`config.mk`:
```
export PLATFORM = sky130hd
export DESIGN_NAME = softmax_argmax
export DESIGN_NICKNAME = d
export VERILOG_FILES = /design/src/rtl/argmax_pkg.sv /design/src/rtl/softmax_argmax_fp32_gt.sv /design/src/rtl/softmax_argmax.sv
export SDC_FILE = /design/constraint.sdc
export NUM_CORES = 1
export LEC_CHECK = 0
export CORE_ASPECT_RATIO = 0.7
export CORE_MARGIN = 2
export CORE_UTILIZATION = 49
export CTS_CLUSTER_SIZE = 25
export DETAILED_ROUTE_END_ITERATION = 6
export PLACE_DENSITY_LB_ADDON = 0.05
export SYNTH_ARGS = -nofsm -noshare
export SYNTH_HDL_FRONTEND = slang
export SYNTH_SLANG_ARGS = --single-unit
```
`constraint.sdc`:
```
create_clock -name clk -period 7.4 [get_ports clk]
set_input_delay 1.48 -clock clk [delete_from_list [all_inputs] [get_ports clk]]
set_output_delay 1.48 -clock clk [all_outputs]
set_load 0.02 [all_outputs]
```
`src/rtl/argmax_pkg.sv`:
```
// Shared definitions for the softmax argmax stage: sizes, FSM states and
// IEEE-754 single-precision constants used by the compare logic.
package argmax_pkg;

    localparam int unsigned N_CLASS = 7;
    localparam int unsigned DATA_W  = 32;
    localparam int unsigned IDX_W   = 3;

    typedef enum logic [1:0] {
        IDLE = 2'd0,
        SCAN = 2'd1,
        DONE = 2'd2
    } state_t;

    localparam logic [7:0]        EXP_MAX  = 8'hFF;
    localparam logic [DATA_W-1:0] POS_ZERO = 32'h0000_0000;
    localparam logic [DATA_W-1:0] NEG_ZERO = 32'h8000_0000;

endpackage

```
`src/rtl/softmax_argmax_fp32_gt.sv`:
```
// Strict float32 greater-than (a > b) with a monotonic integer key,
// signed-zero equality and NaN-never-wins ordering.
module fp32_gt
    import argmax_pkg::*;
(
    input  logic [DATA_W-1:0] a,
    input  logic [DATA_W-1:0] b,
    output logic              gt
);

    logic              a_nan;
    logic              b_nan;
    logic              both_zero;
    logic [DATA_W-1:0] a_key;
    logic [DATA_W-1:0] b_key;

    assign a_nan = (a[DATA_W-2 -: 8] == EXP_MAX) && (a[22:0] != '0);
    assign b_nan = (b[DATA_W-2 -: 8] == EXP_MAX) && (b[22:0] != '0);

    // +0.0 and -0.0 map to adjacent keys, so equality must be forced explicitly.
    assign both_zero = ((a | NEG_ZERO) == NEG_ZERO) && ((b | NEG_ZERO) == NEG_ZERO);

    assign a_key = a[DATA_W-1] ? ~a : (a | NEG_ZERO);
    assign b_key = b[DATA_W-1] ? ~b : (b | NEG_ZERO);

    always_comb begin
        gt = 1'b0;
        if (!a_nan) begin
            gt = b_nan || (!both_zero && (a_key > b_key));
        end
    end

endmodule

```
`src/rtl/softmax_argmax.sv`:
```
// Final classification stage: captures seven float32 probabilities and
// scans them with one shared comparator to report the argmax and its value.
module softmax_argmax
    import argmax_pkg::*;
(
    input  logic              clk,
    input  logic              rst,
    input  logic              valid_in,
    input  logic [DATA_W-1:0] class0,
    input  logic [DATA_W-1:0] class1,
    input  logic [DATA_W-1:0] class2,
    input  logic [DATA_W-1:0] class3,
    input  logic [DATA_W-1:0] class4,
    input  logic [DATA_W-1:0] class5,
    input  logic [DATA_W-1:0] class6,
    output logic              valid_out,
    output logic [IDX_W-1:0]  class_idx,
    output logic [DATA_W-1:0] max_val,
    output logic              busy
);

    state_t            state;
    state_t            state_nxt;
    logic              accept;
    logic              last;
    logic              cand_gt;
    logic [DATA_W-1:0] in_vec [N_CLASS];
    logic [DATA_W-1:0] cap    [N_CLASS];
    logic [DATA_W-1:0] best;
    logic [IDX_W-1:0]  best_idx;
    logic [IDX_W-1:0]  cnt;

    assign in_vec = '{class0, class1, class2, class3, class4, class5, class6};
    assign busy   = (state == SCAN);

    fp32_gt u_gt (
        .a  (cap[cnt]),
        .b  (best),
        .gt (cand_gt)
    );

    always_ff @(posedge clk) begin
        if (!rst) state <= IDLE;
        else      state <= state_nxt;
    end

    always_comb begin
        state_nxt = state;
        accept    = 1'b0;
        last      = 1'b0;
        case (state)
            IDLE: begin
                if (valid_in) begin
                    accept    = 1'b1;
                    state_nxt = SCAN;
                end
            end
            SCAN: begin
                if (cnt == IDX_W'(N_CLASS - 1)) begin
                    last      = 1'b1;
                    state_nxt = DONE;
                end
            end
            DONE: begin
                accept    = valid_in;
                state_nxt = valid_in ? SCAN : IDLE;
            end
            default: state_nxt = IDLE;
        endcase
    end

    always_ff @(posedge clk) begin
        if (!rst) begin
            for (int unsigned i = 0; i < N_CLASS; i++) cap[i] <= POS_ZERO;
            best      <= POS_ZERO;
            best_idx  <= '0;
            cnt       <= '0;
            valid_out <= 1'b0;
            class_idx <= '0;
            max_val   <= POS_ZERO;
        end else begin
            valid_out <= last;
            if (accept) begin
                for (int unsigned i = 0; i < N_CLASS; i++) cap[i] <= in_vec[i];
                best     <= class0;
                best_idx <= '0;
                cnt      <= IDX_W'(1);
            end else if (state == SCAN) begin
                if (cand_gt) begin
                    best     <= cap[cnt];
                    best_idx <= cnt;
                end
                cnt <= cnt + IDX_W'(1);
            end
            // The final compare result is folded straight into the outputs so
            // the result is registered on the same edge as the last compare.
            if (last) begin
                class_idx <= cand_gt ? cnt : best_idx;
                max_val   <= cand_gt ? cap[cnt] : best;
            end
        end
    end

endmodule

```
==> results_tabular.tex <==
\begin{tabular}{lr}
\hline
Metric & Value \\
\hline
\multicolumn{2}{l}{\textbf{Clock tree}} \\
Sink Count & 300 \\
Clock-pin slew of the registers on the worst-case setup and hold paths & 0.07 ns \\
TritonCTS buffer count & 30 \\
Clk Tree Root Cell & sky130\_fd\_sc\_hd\_\_clkbuf\_16 \\
H-tree levels & 1 \\
Maximum count of clock buffers along a single path & 3 \\
TritonCTS clock tree & built \\
Resized cells post-CTS & 0 \\
Setup bufs post-CTS & 0 \\
Hold bufs inserted after CTS & 0 \\
Clock latency on the worst-skew pair & 0.57 ns \\
\multicolumn{2}{l}{\textbf{Worst setup path}} \\
Critical-path cell list & mux4\_2 -> mux2\_2 -> inv\_1 -> xnor2\_1 -> ha\_1 -> and3\_1 -> a221oi\_1 -> o221ai\_1 -> a211oi\_1 -> o32ai\_1 -> or2\_2 -> buf\_4 -> and4\_1 -> a2111oi\_0 \\
Largest stage delay on the critical path & 0.80 ns \\
Worst Setup Start Kind & register \\
Worst EP arrival & 6.05 ns \\
Worst-path cell with the longest stage delay & sky130\_fd\_sc\_hd\_\_mux2\_2 \\
Startpoint of the lowest-slack register-to-register path & cnt[2] \\
WP buf/inv & 2 \\
Cell class contributing the biggest share of worst-path delay & compound AO/OA/AOI/OAI gates \\
Critical Path Sink Type & register \\
Crit. path cell count & 14 \\
Destination of the worst register-to-register timing path & best[20] \\
Largest driver fanout on the critical path & 57 \\
Slack of the worst reg-to-reg path & 1.79 ns \\
Type of the worst setup path & reg2reg \\
Required time reported for the critical path endpoint & 7.84 ns \\
Cell count of the worst reg-to-reg path & 14 \\
\multicolumn{2}{l}{\textbf{GRT}} \\
Maximum number of pins on one net before global-route repair & 223 \\
Wire length of the first global-routing pass & 72700 µm \\
Global-route congestion overflow total & 0 \\
Antenna violations before repair & 0 \\
Via count of the first global-routing pass & 12.0k \\
Overall global routing resource usage & 0.284 \\
\multicolumn{2}{l}{\textbf{Drt}} \\
Average wire length per cell after detail routing & 23.7 µm \\
Initial detailed-routing violation count & 1309 \\
Final wirelength & 48000 µm \\
First drt pass iteration count & 6 \\
Vias/cell & 6.14 \\
Total number of vias & 12.4k \\
Antenna Nets Post-Route & 0 \\
\# DRC & 0 \\
\multicolumn{2}{l}{\textbf{Synthesis}} \\
Synth Flop Type & sky130\_fd\_sc\_hd\_\_edfxtp\_1 \\
Count of flip-flops with a built-in enable after synthesis & 224 \\
Share of synthesized flip-flops with an asynchronous set or reset & 0 \\
Net count after synthesis & 1670 \\
Synthesis Warnings & 0 \\
Yosys top cell by area & sky130\_fd\_sc\_hd\_\_edfxtp\_1 \\
Proportion of synthesized chip area in sequential cells & 0.527 \\
Mapped Area & 0.0157 mm² \\
Number of distinct library cell variants in the gate-level netlist after synthesis & 64 \\
Post-synthesis register bit count & 300 \\
Mapped Avg Cell Area & 11.1 µm² \\
Share of the synthesized area in the top cell type & 0.430 \\
Dominant cells by area after synthesis & sky130\_fd\_sc\_hd\_\_edfxtp\_1 43\%, sky130\_fd\_sc\_hd\_\_dfxtp\_1 9.7\%, sky130\_fd\_sc\_hd\_\_and3\_1 7.9\%, sky130\_fd\_sc\_hd\_\_mux2i\_1 4.6\%, sky130\_fd\_sc\_hd\_\_nand2\_1 2.9\% \\
Cells after synthesis & 1409 \\
\multicolumn{2}{l}{\textbf{Finish}} \\
Cell area after layout & 0.0194 mm² \\
Layout cells sized above 1 & 0.0803 \\
Antenna diode instance count & 0 \\
Area growth from synthesis to layout & 24.2\% \\
Number of nets in the layout & 1844 \\
\multicolumn{2}{l}{\textbf{Power and ir drop}} \\
Worst vdd rail ir drop & 0.000165 V \\
Leakage power total & 7.54 nW \\
Power Density & 258 mW/mm² \\
\multicolumn{2}{l}{\textbf{Min path}} \\
Hold path startpoint & best\_idx[1] \\
Depth of the worst hold-timing path & 2 \\
Classification of the worst-slack hold path & reg2reg \\
Worst-case hold path end point & best\_idx[1] \\
\multicolumn{2}{l}{\textbf{Placement}} \\
Port-buffer cells & 263 \\
Final HPWL DP & 32100 µm \\
Area post-placement & 0.0184 mm² \\
Final weighted congestion of routability-driven global placement & 0.900 \\
\multicolumn{2}{l}{\textbf{Timing}} \\
Final setup viols & 0 \\
Pin slew with the least headroom to its limit & 1.17 ns \\
Final critical path time including I/O delays and setup & 5.61 ns \\
Max Clk Rate & 0.178 GHz \\
Headroom to the max-slew limit & 0.222 \\
Final Hold Viols & 0 \\
Unrepaired setup endpoints after global routing & false \\
Sum of negative setup slack & 0 ns \\
Pins Over Slew Limit & 0 \\
Final worst path period share & 0.758 \\
Max Clock Skew & 0.0195 ns \\
\multicolumn{2}{l}{\textbf{Die}} \\
Horiz. Die Dim & 218 µm \\
Boundary pin count & 264 \\
Die ar. & 0.0334 mm² \\
Chip height & 154 µm \\
Total core area & 0.0313 mm² \\
FP Rows & 54 \\
Initial standard-cell utilization of the core & 0.501 \\
\multicolumn{2}{l}{\textbf{Outcome}} \\
Result of the run & finished clean \\
\multicolumn{2}{l}{\textbf{Job}} \\
Maxcap violations & 0 \\
\hline
\end{tabular}
## flip-flops by register name (all words and copies together) (netlist names)
signal     flops
best          32
valid_out      1
cap          224
class_idx      3
cnt            3
best_idx       3
max_val       32
state          2
## where the power goes
group	internal [mW]	switching, mW
combinational	0.521	0.793
clock	0.945	0.657
sequential	1.96	0.129
## area by class of cell
| cell class | count | area, µm² |
|---|---|---|
| repair buffers | 282 | 2800 |
| well taps | 420 | 526 |
| multi-input cells | 956 | 6770 |
| inverters | 13 | 56.3 |
| clock buffers | 47 | 908 |
| fillers | 2535 | 11800 |
| flip-flops and latches | 300 | 8260 |
| clock inverters | 9 | 120 |
## worst max path at each step
| stage | endpoint | slack, ns | startpoint |
|---|---|---|---|
| final | best[20] | 1.79 | cnt[2] |
| after global routing | max_val[14] | 1.29 | cnt[2] |
| after CTS | best[20] | 1.82 | cnt[2] |
| after detailed placement | best[20] | 1.85 | cnt[2] |
| after global placement | best[10] | 2.08 | cnt[2] |
| after floorplan | cap[0][0] | 0.26 | valid_in |
## worst register-to-register path, delay by kind of cell, from the launching register on
kind / cells / cell delay (ns)
AOI/OAI and AO/OA: 5 / 1.32
xor gates and xnor gates: 1 / 0.22
adders and majority gates: 1 / 0.34
buffers and inverters: 2 / 0.67
DFF: 1 / 0.79
muxes: 2 / 1.18
and+or+nand+nor: 3 / 0.96
## layer usage
layer / vias up / GRT usage / routed length, µm
met2: 618 / 0.431 / 21100
met1: 6022 / 0.409 / 20800
met4: 0 / 0.0877 / 1530
met3: 86 / 0.0629 / 4660
li1: 5714 / - / -
met5: - / 0 / 0
## cell usage after synthesis, types with 4 or more instances
master and number:
sky130_fd_sc_hd__o221a_2 5, sky130_fd_sc_hd__nand2b_1 7, sky130_fd_sc_hd__a31o_2 16, sky130_fd_sc_hd__and2_1 32, sky130_fd_sc_hd__and3_1 198, sky130_fd_sc_hd__nand3_1 71
sky130_fd_sc_hd__a21oi_1 26, sky130_fd_sc_hd__mux2i_1 72, sky130_fd_sc_hd__a31oi_1 19, sky130_fd_sc_hd__ha_1 34, sky130_fd_sc_hd__o311a_1 4, sky130_fd_sc_hd__buf_2 25
sky130_fd_sc_hd__o311ai_0 9, sky130_fd_sc_hd__mux4_2 12, sky130_fd_sc_hd__a21o_1 12, sky130_fd_sc_hd__xnor2_1 49, sky130_fd_sc_hd__nor2b_1 4, sky130_fd_sc_hd__edfxtp_1 224
sky130_fd_sc_hd__clkbuf_1 96, sky130_fd_sc_hd__buf_1 12, sky130_fd_sc_hd__dfxtp_1 76, sky130_fd_sc_hd__o211ai_1 15, sky130_fd_sc_hd__nand2_1 121, sky130_fd_sc_hd__inv_1 11
sky130_fd_sc_hd__nor2_1 25, sky130_fd_sc_hd__o21ai_0 41, sky130_fd_sc_hd__a311oi_1 30, sky130_fd_sc_hd__nor4_1 12, sky130_fd_sc_hd__and4_1 5, sky130_fd_sc_hd__xor2_1 15
sky130_fd_sc_hd__o22ai_1 17, sky130_fd_sc_hd__a211oi_1 6, sky130_fd_sc_hd__nand4_1 21, sky130_fd_sc_hd__o31ai_1 18, sky130_fd_sc_hd__nor3_1 8, sky130_fd_sc_hd__mux2_2 7
## per-stage QoR
stage / hold slack, ns / util / cells / power [mW] / setup slack (ns)
after detailed placement: 0.465 / 0.589 / 1971 / 3.41 / 1.85
after floorplan: 0.435 / - / 1409 / 2.95 / 0.259
after global placement: 0.447 / 0.589 / 1971 / 3.38 / 2.08
after CTS: 0.475 / 0.622 / 2027 / 5.00 / 1.82
final: 0.476 / 0.622 / 2027 / 5.01 / 1.79
after global routing: 0.498 / 0.622 / 2027 / 5.21 / 1.29
## cell families (layout without fill, tap and decap cells)
group                    count (synthesis)  in the layout  share of synthesized area
AND/OR/NAND/NOR                        519            519                      0.183
adder cells (fa/ha/maj)                 34             34                     0.0272
multiplexers                            94             94                     0.0712
flip-flops                             300            300                      0.527
buffers and inverters                  153            351                     0.0419
XOR/XNOR                                64             64                     0.0358
AO/OA/AOI/OAI                          245            245                      0.115
## layout by cell type (no fill, tap or decap), types with 32 or more instances in the layout
cell type and instances:
sky130_fd_sc_hd__mux2i_1 72, sky130_fd_sc_hd__nand2_1 121, sky130_fd_sc_hd__clkdlybuf4s50_1 262, sky130_fd_sc_hd__clkbuf_16 33, sky130_fd_sc_hd__ha_1 34, sky130_fd_sc_hd__o21ai_0 41
sky130_fd_sc_hd__and2_1 32, sky130_fd_sc_hd__xnor2_1 49, sky130_fd_sc_hd__nand3_1 71, sky130_fd_sc_hd__dfxtp_1 72, sky130_fd_sc_hd__edfxtp_1 224, sky130_fd_sc_hd__and3_1 198
(Power assumes the default switching activity.)
